===== config.mk =====
export PLATFORM = sky130hd
export DESIGN_NAME = shift_sequence_ctrl_flat
export DESIGN_NICKNAME = d
export VERILOG_FILES = /design/src/rtl/shift_sequence_ctrl_if.sv /design/src/rtl/shift_sequence_ctrl.sv /design/src/flat_wrapper.sv
export SDC_FILE = /design/constraint.sdc
export NUM_CORES = 1
export LEC_CHECK = 0
export ABC_AREA = 1
export ABC_CLOCK_PERIOD_IN_PS = 5700
export CAP_MARGIN = 10
export CELL_PAD_IN_SITES_DETAIL_PLACEMENT = 1
export CELL_PAD_IN_SITES_GLOBAL_PLACEMENT = 1
export CORE_MARGIN = 2
export CORE_UTILIZATION = 41
export DETAILED_ROUTE_END_ITERATION = 8
export HOLD_SLACK_MARGIN = 0.08
export PLACE_DENSITY = 0.9
export SETUP_SLACK_MARGIN = 0.02
export SLEW_MARGIN = 10
export SYNTH_ARGS = -nofsm -noshare
export SYNTH_HDL_FRONTEND = slang
export SYNTH_SLANG_ARGS = --single-unit

===== constraint.sdc =====
create_clock -name clk -period 5.7 [get_ports clk]
set_input_delay 1.71 -clock clk [delete_from_list [all_inputs] [get_ports clk]]
set_output_delay 1.71 -clock clk [all_outputs]
set_load 0.02 [all_outputs]

===== src/rtl/shift_sequence_ctrl_if.sv =====
// shift_sequence_ctrl_if
// Start/done handshake and operand/result bundle between the floating-point
// align/normalise logic (master) and the multi-pass shift sequencer (slave).
//
// Signals:
//   start     master->slave  request pulse, sampled only while the sequencer idles
//   dir       master->slave  0 shifts left, 1 shifts right
//   mant_in   master->slave  16-bit operand
//   shamt_in  master->slave  8-bit total shift amount (0..255)
//   busy      slave->master  operation in flight
//   done      slave->master  one-cycle pulse, result valid while high
//   result    slave->master  shifted value, held until the next accepted start
//   sticky    slave->master  OR of bits lost on a right shift (0 unless STICKY_EN)
interface shift_sequence_ctrl_if;
  logic        start;
  logic        dir;
  logic [15:0] mant_in;
  logic [7:0]  shamt_in;
  logic        busy;
  logic        done;
  logic [15:0] result;
  logic        sticky;

  modport master (
    output start, dir, mant_in, shamt_in,
    input  busy, done, result, sticky
  );

  modport slave (
    input  start, dir, mant_in, shamt_in,
    output busy, done, result, sticky
  );
endinterface


===== src/rtl/shift_sequence_ctrl.sv =====
// shift_sequence_ctrl
// Performs a shift of any 8-bit amount on a 16-bit mantissa with a single
// 16-bit barrel shifter that moves at most MAX_STEP positions per pass. One
// pass is issued per clock until the requested amount has been consumed.
//
// Parameters:
//   MAX_STEP  largest per-pass amount on the shifter's 4-bit port (1..15)
//
// Ports:
//   clk    rising-edge clock
//   rst_n  asynchronous active-low reset
//   bus    shift_sequence_ctrl_if.slave (start/dir/mant_in/shamt_in in,
//          busy/done/result/sticky out)
//
// Optional feature macro:
//   STICKY_EN  when defined, sticky accumulates every 1-bit shifted out on a
//              right shift; when undefined, sticky is tied to 0 and no mask
//              or accumulation logic exists.
module shift_sequence_ctrl #(
  parameter int MAX_STEP = 15
) (
  input  logic                 clk,
  input  logic                 rst_n,
  shift_sequence_ctrl_if.slave bus
);

  localparam logic [7:0] MAX_STEP_W = 8'(MAX_STEP);
  localparam logic [3:0] MAX_STEP_4 = 4'(MAX_STEP);

  typedef enum logic [1:0] {
    IDLE,
    SHIFT,
    DONE
  } state_t;

  state_t      state;
  state_t      state_nxt;
  logic [15:0] data;
  logic [7:0]  rem;
  logic        dir_r;
  logic [3:0]  step;
  logic [7:0]  rem_after;
  logic [15:0] shift_out;
  logic        accept;

  // Per-pass amount is the smaller of what is left and what the shifter can
  // move in one go; since step never exceeds rem the subtraction cannot wrap.
  always_comb begin
    step      = (rem < MAX_STEP_W) ? rem[3:0] : MAX_STEP_4;
    rem_after = rem - {4'b0000, step};
  end

  // The single barrel shifter, zero-filling vacated positions in both
  // directions and steered by the direction captured at acceptance.
  always_comb begin
    if (dir_r) begin
      shift_out = data >> step;
    end else begin
      shift_out = data << step;
    end
  end

  // State register; an asynchronous reset throws away any operation in flight.
  always_ff @(posedge clk or negedge rst_n) begin
    if (!rst_n) begin
      state <= IDLE;
    end else begin
      state <= state_nxt;
    end
  end

  // Next-state and handshake outputs. A zero amount skips straight to DONE so
  // the operand comes back unchanged one cycle after acceptance. start is only
  // looked at in IDLE, so requests made while busy simply vanish.
  always_comb begin
    state_nxt = state;
    accept    = 1'b0;
    bus.busy  = 1'b0;
    bus.done  = 1'b0;
    case (state)
      IDLE: begin
        if (bus.start) begin
          accept    = 1'b1;
          state_nxt = (bus.shamt_in == 8'd0) ? DONE : SHIFT;
        end
      end
      SHIFT: begin
        bus.busy = 1'b1;
        if (rem_after == 8'd0) begin
          state_nxt = DONE;
        end
      end
      DONE: begin
        bus.busy  = 1'b1;
        bus.done  = 1'b1;
        state_nxt = IDLE;
      end
      default: begin
        state_nxt = IDLE;
      end
    endcase
  end

  // Operand capture on acceptance, then one shifter pass per SHIFT cycle.
  // data doubles as the result register, so it stays put after done.
  always_ff @(posedge clk or negedge rst_n) begin
    if (!rst_n) begin
      data  <= 16'h0000;
      rem   <= 8'd0;
      dir_r <= 1'b0;
    end else if (accept) begin
      data  <= bus.mant_in;
      rem   <= bus.shamt_in;
      dir_r <= bus.dir;
    end else if (state == SHIFT) begin
      data <= shift_out;
      rem  <= rem_after;
    end
  end

  assign bus.result = data;

`ifdef STICKY_EN
  logic        sticky_r;
  logic [15:0] lost_mask;

  // Mask of the low bits about to fall off the right end this pass.
  always_comb begin
    lost_mask = (16'h0001 << step) - 16'h0001;
  end

  // Sticky is cleared on acceptance and only ever gathers bits on right
  // shifts; it is held alongside the result afterwards.
  always_ff @(posedge clk or negedge rst_n) begin
    if (!rst_n) begin
      sticky_r <= 1'b0;
    end else if (accept) begin
      sticky_r <= 1'b0;
    end else if ((state == SHIFT) && dir_r) begin
      sticky_r <= sticky_r | (|(data & lost_mask));
    end
  end

  assign bus.sticky = sticky_r;
`else
  assign bus.sticky = 1'b0;
`endif

endmodule

===== src/flat_wrapper.sv =====
// flat-port wrapper written by rule: the top's interface ports become plain ports
module shift_sequence_ctrl_flat 
#(
  parameter int MAX_STEP = 15
)
  (clk, rst_n, bus_start, bus_dir, bus_mant_in, bus_shamt_in, bus_busy, bus_done, bus_result, bus_sticky);
  shift_sequence_ctrl_if bus_i ();
  input  logic clk;
  input  logic rst_n;
  input wire logic [$bits(bus_i.start)-1:0] bus_start;
  input wire logic [$bits(bus_i.dir)-1:0] bus_dir;
  input wire logic [$bits(bus_i.mant_in)-1:0] bus_mant_in;
  input wire logic [$bits(bus_i.shamt_in)-1:0] bus_shamt_in;
  output wire logic [$bits(bus_i.busy)-1:0] bus_busy;
  output wire logic [$bits(bus_i.done)-1:0] bus_done;
  output wire logic [$bits(bus_i.result)-1:0] bus_result;
  output wire logic [$bits(bus_i.sticky)-1:0] bus_sticky;
  assign bus_i.start = bus_start;
  assign bus_i.dir = bus_dir;
  assign bus_i.mant_in = bus_mant_in;
  assign bus_i.shamt_in = bus_shamt_in;
  assign bus_busy = bus_i.busy;
  assign bus_done = bus_i.done;
  assign bus_result = bus_i.result;
  assign bus_sticky = bus_i.sticky;
  shift_sequence_ctrl #(.MAX_STEP(MAX_STEP)) u_core (.clk(clk), .rst_n(rst_n), .bus(bus_i));
endmodule

======== Yosys cells after proc, flatten, opt, wreduce, memory -nomap -nowiden ========
Index checks and enable logic that the tools add are counted.
word-level totals
  bits in registers ....................... 27
  bits in latches ......................... 0
  bits in writable memories ............... 0
  ROM bits ................................ 0
  bits of input ports ..................... 28
  output and inout port bits .............. 19
  memories kept ........................... 0
operators by class
  add/subtract/negate cells ............... 1
  multipliers ............................. 0
  div/mod/pow operators ................... 0
  order comparisons ....................... 1
  equality and inequality tests ........... 4
  shift-type cells ........................ 2
  mux-type cells .......................... 14
  bitwise gates (word level) .............. 0
  reductions and logical operators ........ 6
operators by type and width
  kind                                                    number
  two-way mux 16 bit                                      3
  zero test 8 bit                                         2
  two-way mux 8 bit                                       2
  left shift 16 x 4 -> 16 bit                             1
  >> shifter 16 x 4 -> 16 bit                             1
  < comparator 8 x 4 -> 1 bit (second input constant)     1
  subtractor 8 x 4 -> 8 bit                               1
  two-way mux 2 bit                                       3
  two-way mux 1 bit                                       4
  two-way mux 4 bit                                       1
  one-hot mux 2 bit (2 select lines)                      1
  equality test 2 x 1 -> 1 bit (second input constant)    1
  equality test 2 bit (second input constant)             1
  zero test 2 bit                                         1
  inequality test 2 x 1 -> 1 bit (second input constant)  1
  inequality test 2 bit (second input constant)           1
  AND reduction 2 bit                                     1
  nonzero test 2 bit                                      1
  OR reduction 2 bit                                      1

======== Depth between registers and ports, before layout ========
Gate-level depths: netlist of run 1.
  depth in word-level cells ............... 6
  mapped depth ............................ 15

======== Least setup slack after synthesis of run 1 ========
No wires, ideal clock.
  kind .................................... input-to-reg
  from .................................... in bus_start
  to ...................................... reg u_core.data[2] (netlist: u_core.bus.result[2])
  setup time .............................. 0.113 ns
  arrival time ............................ 2.758 ns
  path slack .............................. 2.830 ns
  stages .................................. 8
  buffers on the path ..................... 1
  cell sequence ........................... nand2_1 > inv_2 > nor2_1 > inv_2 > clkbuf_1 > or2_1 > nand2_1 > inv_1
between the ends
  cells in the longest elaborated chain, start to end .. 3
  elaborated cells on any way between the ends .. 4
  those cells by class .................... mux (3); reduce/logical (1)
RTL lines
  item                                                      RTL line                    text
  start: declaration                                        flat_wrapper.sv:10          input wire logic [$bits(bus_i.start)-1:0] bus_start;
  two-way mux 1 bit (*)                                     shift_sequence_ctrl.sv:82   if (bus.start) begin
  two-way mux 1 bit (*)                                     shift_sequence_ctrl.sv:80   case (state)
  two-way mux 16 bit or nonzero test 2 bit (tied branches)  --
  end signal: assignment                                    shift_sequence_ctrl.sv:112  data <= bus.mant_in;
  end signal: assignment                                    shift_sequence_ctrl.sv:116  data <= shift_out;
  end: declaration                                          shift_sequence_ctrl.sv:38   logic [15:0] data;
Every way passes the cells marked *; elsewhere a longest branch is shown, timed or not.
A chain may end at the register's enable or synchronous reset.

======== Final worst setup path of run 1 ========
  from .................................... in bus_start
  to ...................................... reg u_core.data[4] (netlist: u_core.bus.result[4])
The elaborated chain is that of the path after synthesis.

==> metrics.cfg, run 1 <==
[detailed_routing]
drc=0
drtIter0Drc=255
antenna_left=0
wire_per_inst_um=18.3
drt_first_pass_iters=5
routed_wl_mm=11.6
vias=3631
viasPerCell=5.75

[sta]
rsz0062_at_grt=false
finalSetupViolations=0
whs_ns=0.531
finalHoldViolCount=0
max_freq_mhz=288
post-route-period-util_pct=61.0
clock_skew_ns=0.00912
worst_pin_slew_ns=0.763
tns_ns=0
slew_viol_final=0
fin_crit_ns=3.48
slew_headroom_pct=49.0

[clock_tree]
numCtsBuffers=3
cts.sinks=27
post_cts_resize_count=0
cts_max_path_buffers=2
root_buffer=clkbuf_8
postCtsSetupRepairBufs=0
cts_hold_buf=0
cts_tree=yes
cts_htree_levels=1
clock_latency_ns=0.30
clk_pin_slew_ns=0.11

[place]
hpwl_mm=8.93
io_buffers=45
place_area_um2=3470
dpl.cell_count=628
globalplace.congestion=0.956

[die]
die_y_um=89.7
core_area_um2=7180
io-pin-count=47
die_w_um=89.7
row_count=31
fp.dieArea_um2=8040
initial_utilization_pct=41.9

[worst_setup_path]
path_cells=clkdlybuf4s50_1 -> nand2_1 -> buf_4 -> inv_2 -> nor2_1 -> inv_2 -> nand2_1 -> inv_1 -> nand2_1 -> a21oi_1 -> nor2_1
worstSetupPathType=in -> reg
cp_common_cell=nand2_1
cp_top_family=buffers and inverters
cp_slowest_cell=clkdlybuf4s50_1
end_kind=register
crit_path_start_kind=input pin
cp_data_arrival_time_ns=3.66
max_stage_delay_ns=0.48
critical_path_required_ns=5.89
path_buf_inv=5
path_max_fanout=27

[layout]
diodes=0
stdcell_count=632
syn_to_final_growth_pct=17.0
layout.nets=566
drive_gt1_share_pct=7.50
final_area_um2=3520

[synth]
netlist_instances=502
syn_area_um2=3010
synthesis.nets=534
ys_warn_count=0
ys_types=40
yosysSeqAreaShare_pct=22.5
synth_area_per_cell_um2=5.99
synth_seq_cells=27

[worst_hold_path]
hold_class=reg -> reg

[pwr]
power.density_nw_per_um2=632
vdd_ir_drop_max_mv=0.332
leakagePower_nw=1.79

[global_route]
grt_max_degree=38
global_route.usage.met1_pct=42.2
grt_first_pass_wirelength_mm=18.6
antenna_found_initial=0
grt_use_met2_pct=49.5
grt_overflow_total=0
grtUsageMet3_pct=3.29
grt_usage_pct=30.0
top_usage_layer=met2
first_global_vias=3665

[outcome]
status=complete, no violations

[flow_run]
maxCapViolCount=0

[worst min-delay path: stages (launching register included)]
cell      delay [ns]
dfrtp_1         0.38
nand2_1         0.06
o221ai_1        0.06
[where the power goes]
part           switching [W]  leakage [nW]  internal [W]
Clock              0.0000749        0.0217     0.0000501
Sequential          0.000107         0.338      0.000281
Combinational        0.00117          1.43      0.000539
Total                0.00136          1.79      0.000871
[placed cells by master, fill, tap and decap left out, drive strengths merged]
cell,n
nand2,165
nand3,124
inv,59
clkdlybuf4s50,45
nor2,32
dfrtp,27
o21ai,26
a21oi,11
nand4,9
o221ai,5
o211ai,4
ha,4
xor2,3
clkbuf,3
buf,3
o21a,2
nand3b,2
clkinv,1
o21bai,1
or2,1
or4,1
a211oi,1
nor3,1
a221o,1
conb,1
clkinvlp,1
[cells by family after synthesis]
logic type | synth area share [%]
buf+inv | 12.1
xor+xnor | 0.873
fa+ha+maj | 1.66
flops | 22.5
other cells | 0.125
simple gates | 52.5
compound gates | 10.3
[flip-flops by register name (all words and copies together), names as in the netlist]
register,cells
u_core.dir_r,1
u_core.rem,8
u_core.state,2
u_core.bus.result,16
[metal layers]
layer	up-vias	routed length (µm)
met3	17	508
met5	-	0
li1	1723	-
met1	1786	5340
met2	105	5510
met4	0	206
[through the flow]
step / setup WS, ns / total power [W] / util [%]
5_1_grt: 2.02 / 0.00242 / 49.0
6_report: 2.22 / 0.00223 / 49.0
3_5_place_dp: 1.92 / 0.00207 / 48.4
4_1_cts: 2.23 / 0.00220 / 49.0
3_3_place_gp: 2.03 / 0.00201 / 48.4
2_1_floorplan: 2.83 / 0.00158 / -
[Yosys cell counts]
library cell  instances  area (µm²)
o21ai_0              17        85.1
buf_1                 1        3.75
clkbuf_1              5        18.8
a221o_1               1        10.0
nand3_1             122         611
nand3_2               1        10.0
nor2_1               26        97.6
o221ai_1              5        43.8
a21oi_1              10        50.1
o21a_1                2        15.0
buf_8                 1        15.0
or2_1                 1        6.26
nand2_2               9        56.3
o211ai_1              4        30.0
a21oi_2               1        8.76
inv_1                51         191
o21bai_1              1        7.51
buf_2                 6        30.0
nand2_4               5        56.3
o21ai_2               2        17.5
nor3_1                1        5.00
nand3b_1              2        15.0
buf_4                 6        45.0
o21ai_1               7        35.0
or4_1                 1        7.51
dfrtp_1              27         676
nor2_2                2        12.5
buf_6                 2        22.5
nor2_4                2        22.5
xor2_1                3        26.3
inv_2                 7        26.3
a211oi_1              1        7.51
ha_1                  4        50.1
clkinv_1              1        3.75
nor2_8                2        40.0
inv_4                 1        6.26
conb_1                1        3.75
nand3_4               1        17.5
nand2_1             151         567
nand4_1               9        56.3
[path summary, 6_finish.rpt]
kind	start	to	slack, ns	cells after the start
max in group asynchronous	rst_n	u_core.bus.result[6]	3.62	2
hold reg to reg	u_core.rem[7]	u_core.rem[7]	0.53	2
min in group asynchronous	rst_n	u_core.rem[5]	1.79	2
setup reg to reg	u_core.rem[4]	u_core.bus.result[3]	2.83	12
setup / recovery	bus_start	u_core.bus.result[4]	2.22	11
hold / removal	u_core.rem[7]	u_core.rem[7]	0.53	2
[cell type report]
type | count | area [µm²]
flip-flops and latches | 27 | 676
inverters | 60 | 228
clock buffers | 3 | 41.3
multi-input cells | 394 | 1970
fillers | 1029 | 3660
well taps | 99 | 124
clock inverters | 1 | 7.51
repair buffers | 48 | 473
(Power assumes the default switching activity.)
==> inputs of run 2 (changes only) <==
--- a/config.mk
+++ b/config.mk
@@ -6,15 +6,15 @@
 export NUM_CORES = 1
 export LEC_CHECK = 0
 export ABC_AREA = 1
-export ABC_CLOCK_PERIOD_IN_PS = 5700
+export ABC_CLOCK_PERIOD_IN_PS = 3000
 export CAP_MARGIN = 10
 export CELL_PAD_IN_SITES_DETAIL_PLACEMENT = 1
 export CELL_PAD_IN_SITES_GLOBAL_PLACEMENT = 1
 export CORE_MARGIN = 2
-export CORE_UTILIZATION = 41
+export CORE_UTILIZATION = 34
 export DETAILED_ROUTE_END_ITERATION = 8
 export HOLD_SLACK_MARGIN = 0.08
-export PLACE_DENSITY = 0.9
+export PLACE_DENSITY = 0.8
 export SETUP_SLACK_MARGIN = 0.02
 export SLEW_MARGIN = 10
 export SYNTH_ARGS = -nofsm -noshare
==> constraint.sdc (replaced) <==
create_clock -name clk -period 3 [get_ports clk]
set_input_delay 0.9 -clock clk [delete_from_list [all_inputs] [get_ports clk]]
set_output_delay 0.9 -clock clk [all_outputs]
set_load 0.02 [all_outputs]
==> run 2 against run 1 <==
  * Hold slack improved by 0.018 ns
  * Critical path depth fell by 8
  * Core utilization fell by 7.9 points
  * Global-route usage fell by 6.7 points
  * First-iteration DRC count rose by 44%
  * Design area rose by 0.85%
  * Setup slack got worse by 1.8 ns
  * Cell count rose by 1.7%
  * Die area rose by 20%
  * Sequential share of layout area fell by 0.16 points
  * Critical path type is now reg -> out
  * Critical endpoint is now bus_busy
==> metrics.cfg, run 2 (synthesis gave the netlist of run 1 again) <==
[place]
io_buffers=45  ; unchanged
globalplace.congestion=0.954  ; -0.21%
dpl.cell_count=639  ; +1.8%
hpwl_mm=8.61  ; -3.6%
place_area_um2=3500  ; +0.76%

[worst_setup_path]
path_cells=inv_1 -> ha_1 -> clkdlybuf4s50_1
cp_data_arrival_time_ns=1.63  ; -2.03 ns
cp-startpoint=u_core.state[0]
crit_path_start_kind=register
endpoint=bus_busy
max_stage_delay_ns=0.60  ; +0.12 ns
rr_worst_depth=15  ; +3
r2r-start=u_core.rem[3]
path_max_fanout=3  ; -89%
end_kind=output pin
worstSetupPathType=reg -> out
r2r_slack_ns=0.54  ; -2.29 ns
reg2reg_to=u_core.state[0]
cp_slowest_cell=clkdlybuf4s50_1
critical_path_required_ns=2.10  ; -3.79 ns

[layout]
diodes=0  ; unchanged
layout.nets=568  ; +0.35%
final_area_um2=3550  ; +0.85%
stdcell_count=643  ; +1.7%
layout_commonest_cell=nand2_1
mostFrequentLayoutCells=151 x nand2_1, 122 x nand3_1, 51 x inv_1
syn_to_final_growth_pct=18.0
drive_gt1_share_pct=8.04  ; +0.53 points
largest_reg_flops=16  ; unchanged
fill_cells=1174  ; +14%

[die]
initial_utilization_pct=34.8  ; -7.1 points
io-pin-count=47  ; unchanged
row_count=34  ; +9.7%
fp.dieArea_um2=9620  ; +20%
core_area_um2=8640  ; +20%
die_y_um=98.1  ; +9.4%
die_w_um=98.1  ; +9.4%

[sta]
finalSetupViolations=0  ; unchanged
max_freq_mhz=395
tns_ns=0  ; unchanged
fin_crit_ns=2.53
rsz0062_at_grt=false
slew_headroom_pct=58.1  ; +9.1 points
worst_pin_slew_ns=0.628  ; -0.136 ns
slew_viol_final=0  ; unchanged
post-route-period-util_pct=84.4
finalHoldViolCount=0  ; unchanged
clock_skew_ns=0.00301  ; -0.00610 ns

[global_route]
first_global_vias=3597  ; -1.9%
grt_max_degree=38  ; unchanged
grt_overflow_total=0  ; unchanged
grt_usage_pct=23.4  ; -6.7 points
antenna_found_initial=0  ; unchanged
grt_first_pass_wirelength_mm=18.3  ; -1.9%

[clock_tree]
cts_max_path_buffers=2  ; unchanged
cts_hold_buf=0  ; unchanged
clock_latency_ns=0.29  ; about the same
root_buffer=clkbuf_8
cts_htree_levels=1  ; unchanged
clk_pin_slew_ns=0.11  ; about the same
post_cts_resize_count=0  ; unchanged
numCtsBuffers=3  ; unchanged
cts.sinks=27  ; unchanged
postCtsSetupRepairBufs=0  ; unchanged
cts_tree=yes

[detailed_routing]
routed_wl_mm=11.1  ; -4.0%
drtIter0Drc=367  ; +44%
wire_per_inst_um=17.3  ; -5.6%
drc=0  ; unchanged
antenna_left=0  ; unchanged
viasPerCell=5.55  ; -3.3%
drt_first_pass_iters=5  ; unchanged
vias=3571  ; -1.7%

[pwr]
vdd_ir_drop_max_mv=0.502  ; +51%
power.density_nw_per_um2=1180  ; +86%
leakagePower_nw=1.80  ; +0.88%

[outcome]
status=complete, no violations

[worst_hold_path]
hold_class=reg -> reg

[flow_run]
maxCapViolCount=0  ; unchanged

==> run 2: worst min-delay path by stage <==
stage,startpoint,slack [ns],cells after the start,end
after floorplan,u_core.rem[7],0.48,2,u_core.rem[7]
after global placement,u_core.bus.result[11],0.50,2,u_core.bus.result[11]
after detailed placement,u_core.rem[7],0.52,2,u_core.rem[7]
after CTS,u_core.rem[7],0.55,2,u_core.rem[7]
after global routing,u_core.rem[7],0.58,2,u_core.rem[7]
final,u_core.rem[7],0.55,2,u_core.rem[7]
==> run 2: area by class of cell <==
class | instances | area, µm² | share of cell area [%]
Timing Repair Buffer | 50 | 488 | 13.7
Clock buffer | 3 | 41.3 | 1.16
Clock inverter | 1 | 8.76 | 0.247
Inverter | 60 | 228 | 6.42
Sequential cell | 27 | 676 | 19.0
Multi-Input combinational cell | 394 | 1970 | 55.6
Tap cell | 108 | 135 | 3.81
==> run 2: metrics by stage <==
step                total power, W  utilization [%]  hold slack [ns]  setup WS [ns]
finish                     0.00418             41.1            0.549          0.467
floorplan                  0.00300                -            0.475          0.940
CTS                        0.00416             41.1            0.552          0.121
global route               0.00459             41.1            0.584          0.299
detailed placement         0.00390             40.5            0.520         -0.213
global placement           0.00383             40.5            0.505        -0.0597
==> run 2: report_power, final <==
| part | leakage, nW | internal, W | total, W | switching (W) |
|---|---|---|---|---|
| Combinational | 1.44 | 0.00103 | 0.00320 | 0.00217 |
| Clock | 0.0261 | 0.0000982 | 0.000240 | 0.000142 |
| Sequential | 0.338 | 0.000535 | 0.000741 | 0.000207 |
==> run 2: metal layers <==
metal  wire length, µm  share of wire [%]  GRT usage (%)
met1              5170                 47           33.5
met2              5070                 46           37.0
met3               742                6.7           3.65
met4               114                1.0           5.66
met5                 0                  0              0
==> run 2: critical path: cells and delay by family, from the launching register on <==
family     cells  cell delay, ns
buf+inv        2            0.67
flops          1            0.40
fa+ha+maj      1            0.28
==> inputs of run 3 (changes only) <==
--- a/config.mk
+++ b/config.mk
@@ -6,7 +6,7 @@
 export NUM_CORES = 1
 export LEC_CHECK = 0
 export ABC_AREA = 1
-export ABC_CLOCK_PERIOD_IN_PS = 3000
+export ABC_CLOCK_PERIOD_IN_PS = 2300
 export CAP_MARGIN = 10
 export CELL_PAD_IN_SITES_DETAIL_PLACEMENT = 1
 export CELL_PAD_IN_SITES_GLOBAL_PLACEMENT = 1
==> constraint.sdc (replaced) <==
create_clock -name clk -period 2.3 [get_ports clk]
set_input_delay 0.69 -clock clk [delete_from_list [all_inputs] [get_ports clk]]
set_output_delay 0.69 -clock clk [all_outputs]
set_load 0.02 [all_outputs]
==> run 3 against run 2 <==
  * Combinational power increased by 48%
  * Critical path type is now reg -> reg
  * Sequential share of layout area decreased by 1.3 points
  * Total power increased by 43%
  * Critical endpoint is now u_core.bus.result[7]
  * Flip-flop and latch count unchanged
  * Setup slack got worse by 0.34 ns
  * Via count increased by 4.2%
  * Sequential power increased by 27%
  * Die area unchanged
  * Clock power increased by 35%
  * Count of clock-buffer cells in the layout unchanged
  * First-iteration DRC count decreased by 3.8%
==> metrics.cfg, run 3 (synthesis gave the netlist of run 1 again) <==
[place]
hpwl_mm=9.32  ; +8.2%
place_area_um2=3670  ; +5.1%
dpl.cell_count=656  ; +2.7%
io_buffers=45  ; unchanged
globalplace.congestion=0.927  ; -2.9%

[sta]
finalHoldViolCount=0  ; unchanged
rsz0062_at_grt=false
post-route-period-util_pct=94.3
finalSetupViolations=0  ; unchanged
max_freq_mhz=461
clock_skew_ns=0.0114  ; +0.00843 ns
fin_crit_ns=2.17
whs_ns=0.548  ; -0.00103 ns
slew_viol_final=0  ; unchanged

[worst_setup_path]
path_max_fanout=6  ; +3
worstSetupPathType=reg -> reg
cp_top_family=simple AND/OR/NAND/NOR gates
cp_common_cell=buf_4
cp_slowest_cell=dfrtp_1
cp_data_arrival_time_ns=2.40  ; +0.77 ns
critical_path_required_ns=2.53  ; +0.43 ns
path_cells=nor2_4 -> nand2_2 -> inv_4 -> nand2_4 -> buf_4 -> nor2_8 -> buf_4 -> buf_4 -> nand3_1 -> nor2_1 -> nand2_1 -> nand2_1 -> a21oi_1 -> nor2_1
path_buf_inv=4  ; +2
crit_path_start_kind=register
end_kind=register
max_stage_delay_ns=0.45  ; -0.15 ns

[detailed_routing]
drt_first_pass_iters=5  ; unchanged
viasPerCell=5.57  ; +0.33%
vias=3722  ; +4.2%
antenna_left=0  ; unchanged
routed_wl_mm=11.8  ; +6.6%
wire_per_inst_um=17.7  ; +2.6%
drtIter0Drc=353  ; -3.8%
drc=0  ; unchanged

[layout]
final_area_um2=3830  ; +7.8%
layout.nets=593  ; +4.4%
stdcell_count=668  ; +3.9%
largest_reg_flops=16  ; unchanged
drive_gt1_share_pct=12.9  ; +4.8 points
layout_commonest_cell=nand2_1
syn_to_final_growth_pct=27.2
mostFrequentLayoutCells=150 x nand2_1, 122 x nand3_1, 51 x inv_1
fill_cells=1174  ; unchanged
diodes=0  ; unchanged
final_util_pct=44.3  ; +3.2 points

[clock_tree]
cts_max_path_buffers=2  ; unchanged
clock_latency_ns=0.30  ; about the same
cts.sinks=27  ; unchanged
cts_tree=yes
cts_htree_levels=1  ; unchanged
clk_pin_slew_ns=0.12  ; about the same
numCtsBuffers=3  ; unchanged
root_buffer=clkbuf_8

[global_route]
grt_first_pass_wirelength_mm=19.0  ; +3.9%
antenna_found_initial=0  ; unchanged
first_global_vias=3753  ; +4.3%
grt_overflow_total=0  ; unchanged
grt_usage_pct=24.3  ; +0.97 points
grt_max_degree=28  ; -26%

[pwr]
p_total_w=0.00600  ; +43%
leakagePower_nw=1.95  ; +8.2%
power.density_nw_per_um2=1570  ; +33%
vdd_ir_drop_max_mv=0.612  ; +22%

[die]
fp.dieArea_um2=9620  ; unchanged
die_y_um=98.1  ; unchanged
io-pin-count=47  ; unchanged
row_count=34  ; unchanged
core_area_um2=8640  ; unchanged
initial_utilization_pct=34.8  ; unchanged
die_w_um=98.1  ; unchanged

[worst_hold_path]
hold_class=reg -> reg

[flow_run]
maxCapViolCount=0  ; unchanged

[outcome]
status=complete, no violations

run 3: routing by layer:
layer | track usage, % | wire [µm]
met5 | 0 | 0
met4 | 5.66 | 157
met3 | 2.29 | 538
met2 | 40.8 | 5580
met1 | 33.9 | 5560
run 3: where the power goes:
part,switching (W),total [W],leakage (nW),internal (W)
Clock,0.000195,0.000324,0.0261,0.000129
Combinational,0.00307,0.00474,1.59,0.00167
Sequential,0.000239,0.000939,0.337,0.000700
Total,0.00350,0.00600,1.95,0.00250
run 3: final timing paths:
path / start / to / slack [ns] / cells past startpoint
worst max-delay path: u_core.rem[5] / u_core.bus.result[7] / 0.13 / 14
worst min-delay path: u_core.bus.result[10] / u_core.bus.result[10] / 0.55 / 2
worst min register to register: u_core.bus.result[10] / u_core.bus.result[10] / 0.55 / 2
max in group asynchronous: rst_n / u_core.rem[2] / 1.22 / 2
min in group asynchronous: rst_n / u_core.state[0] / 0.76 / 2
worst max register to register: u_core.rem[5] / u_core.bus.result[7] / 0.13 / 14
run 3: per-stage QoR:
| stage | setup TNS [ns] | setup WS [ns] |
|---|---|---|
| floorplan | 0 | 0.316 |
| global placement | -0.0325 | -0.0296 |
| detailed placement | -0.181 | -0.0965 |
| CTS | 0 | 0.0533 |
| global route | 0 | 0.00787 |
| finish | 0 | 0.132 |
run 3: layout make-up:
class / count / area (µm²) / area share (%)
timing repair buffer: 74 / 719 / 18.8
multi-input combinational: 395 / 2010 / 52.6
inverter: 60 / 233 / 6.08
tap: 108 / 135 / 3.53
sequential: 27 / 677 / 17.7
clock buffer: 3 / 41.3 / 1.08
clock inverter: 1 / 8.76 / 0.229
run 3: repair_timing:
action	CTS	global route
hold buffers	0	0
cloned	0	1
setup buffers	0	7
resized for setup	1	12
pin swaps	0	3
endpoints found under the setup margin	1	10
run 3: worst min-delay path: stages (launching register included):
cell     delay [ns]
dfrtp_1        0.41
nand2_1        0.06
nand2_1        0.05
==> edit (flow settings as in run 2) <==
Build with the macro `STICKY_EN` defined.
--- a/src/rtl/shift_sequence_ctrl.sv
+++ b/src/rtl/shift_sequence_ctrl.sv
@@ -17,4 +17,6 @@
 //              right shift; when undefined, sticky is tied to 0 and no mask
 //              or accumulation logic exists.
+`define STICKY_EN
+
 module shift_sequence_ctrl #(
   parameter int MAX_STEP = 15
Check against the original RTL: not equivalent (a bounded check fails within 4 cycles, from zero or initial values and one cycle with rst_n low).
==> edit against run 2 <==
  * Die area grew 8.5%
  * Routed wire length grew 23%
  * Sequential share of layout area shrank 1.2 points
  * First-iteration DRC count is the same
  * Synthesized area grew 8.9%
  * Power grew 7.4%
  * Utilization grew 1.2 points
  * Sequential cell count grew 1
  * Largest cell class unchanged
  * Fmax shrank 1.9%
  * Final area grew 11%
  * Worst setup slack lost 0.050 ns
==> edit: results (changes against run 2) <==
Crit-path slowest cell=sky130_fd_sc_hd__dfrtp_1; via count of the first global-routing pass=4,078 (+13%); CP Data Arrival Time=2.75 ns (+1.12 ns); placed insts=721 (+13%); worst r2r path cells=14 (-1); Final Routed Wirelength=13.62 mm (+23%); WHS=0.5311 ns (-0.01766 ns); destination of the worst hold path=u_core.bus.sticky$_DFFE_PN0P_; combined global-route utilization of all metal layers=0.2720 (+0.03820); run status=complete, no violations; leak pwr=1.850 nW (+2.5%); post-detailed-route wirelength per cell=18.79 µm (+8.9%); Largest delay share family, worst path=simple AND/OR/NAND/NOR gates; maximum fanout along the worst path=10 (+7); R2R setup slack=0.42 ns (-0.12 ns); final weighted congestion in routability-driven placement=0.9523 (-0.19%); clock transition at the register clock pins on the worst setup and hold paths after CTS=0.09 ns (-0.02 ns); crit-path max cell delay=0.48 ns (-0.12 ns); cell area after placement=0.003884 mm² (+11%); worst slew margin relative to its limit=0.5467 (-0.03447); antenna violations before repair=1 (+1); top cells by area in the synthesized netlist=sky130_fd_sc_hd__nand2_1 23%, sky130_fd_sc_hd__dfrtp_1 21%, sky130_fd_sc_hd__nand3_1 9.6%; worst reg2reg endpoint=u_core.bus.sticky$_DFFE_PN0P_; share of synthesized area occupied by flip-flops and latches=0.2138 (-0.01071); proportion of layout cells with a drive suffix above 1=0.07395 (-0.006424); Hold Crit Start=u_core.bus.sticky$_DFFE_PN0P_; net count after synthesis=587 (+9.9%); leading area contributor after synthesis=sky130_fd_sc_hd__nand2_1; number of port buffers=46 (+2.2%); final net count=630 (+11%)
edit: worst register-to-register path, delay by kind of cell (launching register included):
| family | cells | cell delay (ns) |
|---|---|---|
| and+or+nand+nor | 11 | 1.48 |
| AOI/OAI and AO/OA | 2 | 0.24 |
| DFF | 1 | 0.48 |
| adders and majority gates | 1 | 0.28 |
edit: layout make-up:
| cell class | count | area (µm²) | area share |
|---|---|---|---|
| repair buffers | 59 | 558.0 | 0.1421 |
| flip-flops and latches | 28 | 700.7 | 0.1784 |
| inverters | 53 | 203.9 | 0.05193 |
| clock buffers | 3 | 41.29 | 0.01051 |
| diodes | 1 | 2.502 | 0.0006371 |
| well taps | 129 | 161.4 | 0.04110 |
| multi-input cells | 452 | 2260 | 0.5753 |
edit: logic make-up (layout without fill, tap and decap cells):
| logic type | Yosys count | after routing | synth area share |
|---|---|---|---|
| and+or+nand+nor | 347 | 347 | 0.4693 |
| buffers and inverters | 74 | 115 | 0.09660 |
| muxes | 3 | 3 | 0.01680 |
| DFF | 28 | 28 | 0.2138 |
| adders and majority gates | 5 | 5 | 0.01909 |
| xor gates and xnor gates | 2 | 2 | 0.005347 |
| other | 0 | 1 | 0 |
| AOI/OAI and AO/OA | 95 | 95 | 0.1791 |
edit: how the worst max path moves through the flow:
stage / start / endpoint / cells after the start
final: u_core.rem[4]$_DFFE_PN0P_ / u_core.bus.sticky$_DFFE_PN0P_ / 14
after global routing: u_core.rem[4]$_DFFE_PN0P_ / u_core.bus.sticky$_DFFE_PN0P_ / 14
after CTS: u_core.rem[4]$_DFFE_PN0P_ / u_core.bus.sticky$_DFFE_PN0P_ / 14
after detailed placement: bus_start / u_core.bus.result[14]$_DFFE_PN0P_ / 8
after global placement: bus_start / u_core.bus.result[15]$_DFFE_PN0P_ / 8
after floorplan: u_core.rem[4]$_DFFE_PN0P_ / u_core.bus.sticky$_DFFE_PN0P_ / 16
edit: routing by layer:
| layer | track usage | wire, µm | up-vias |
|---|---|---|---|
| li1 | - | - | 1910 |
| met5 | 0 | 0 | - |
| met3 | 0.03899 | 1105 | 34 |
| met1 | 0.3756 | 6016 | 1910 |
| met4 | 0.09846 | 405 | 0 |
| met2 | 0.4337 | 6092 | 194 |
edit: stage by stage:
stage               utilization  worst slack [ns]
floorplan                     -            0.7263
global placement         0.4183            0.4256
detailed placement       0.4183            0.3753
CTS                      0.4228            0.4386
global route             0.4228            0.1242
finish                   0.4230            0.4170
edit: power breakdown:
| part | internal (mW) | switching (mW) | total [mW] |
|---|---|---|---|
| sequential | 0.556 | 0.349 | 0.905 |
| combinational | 1.16 | 2.22 | 3.38 |
| clock | 0.0903 | 0.119 | 0.209 |
| total | 1.81 | 2.68 | 4.49 |
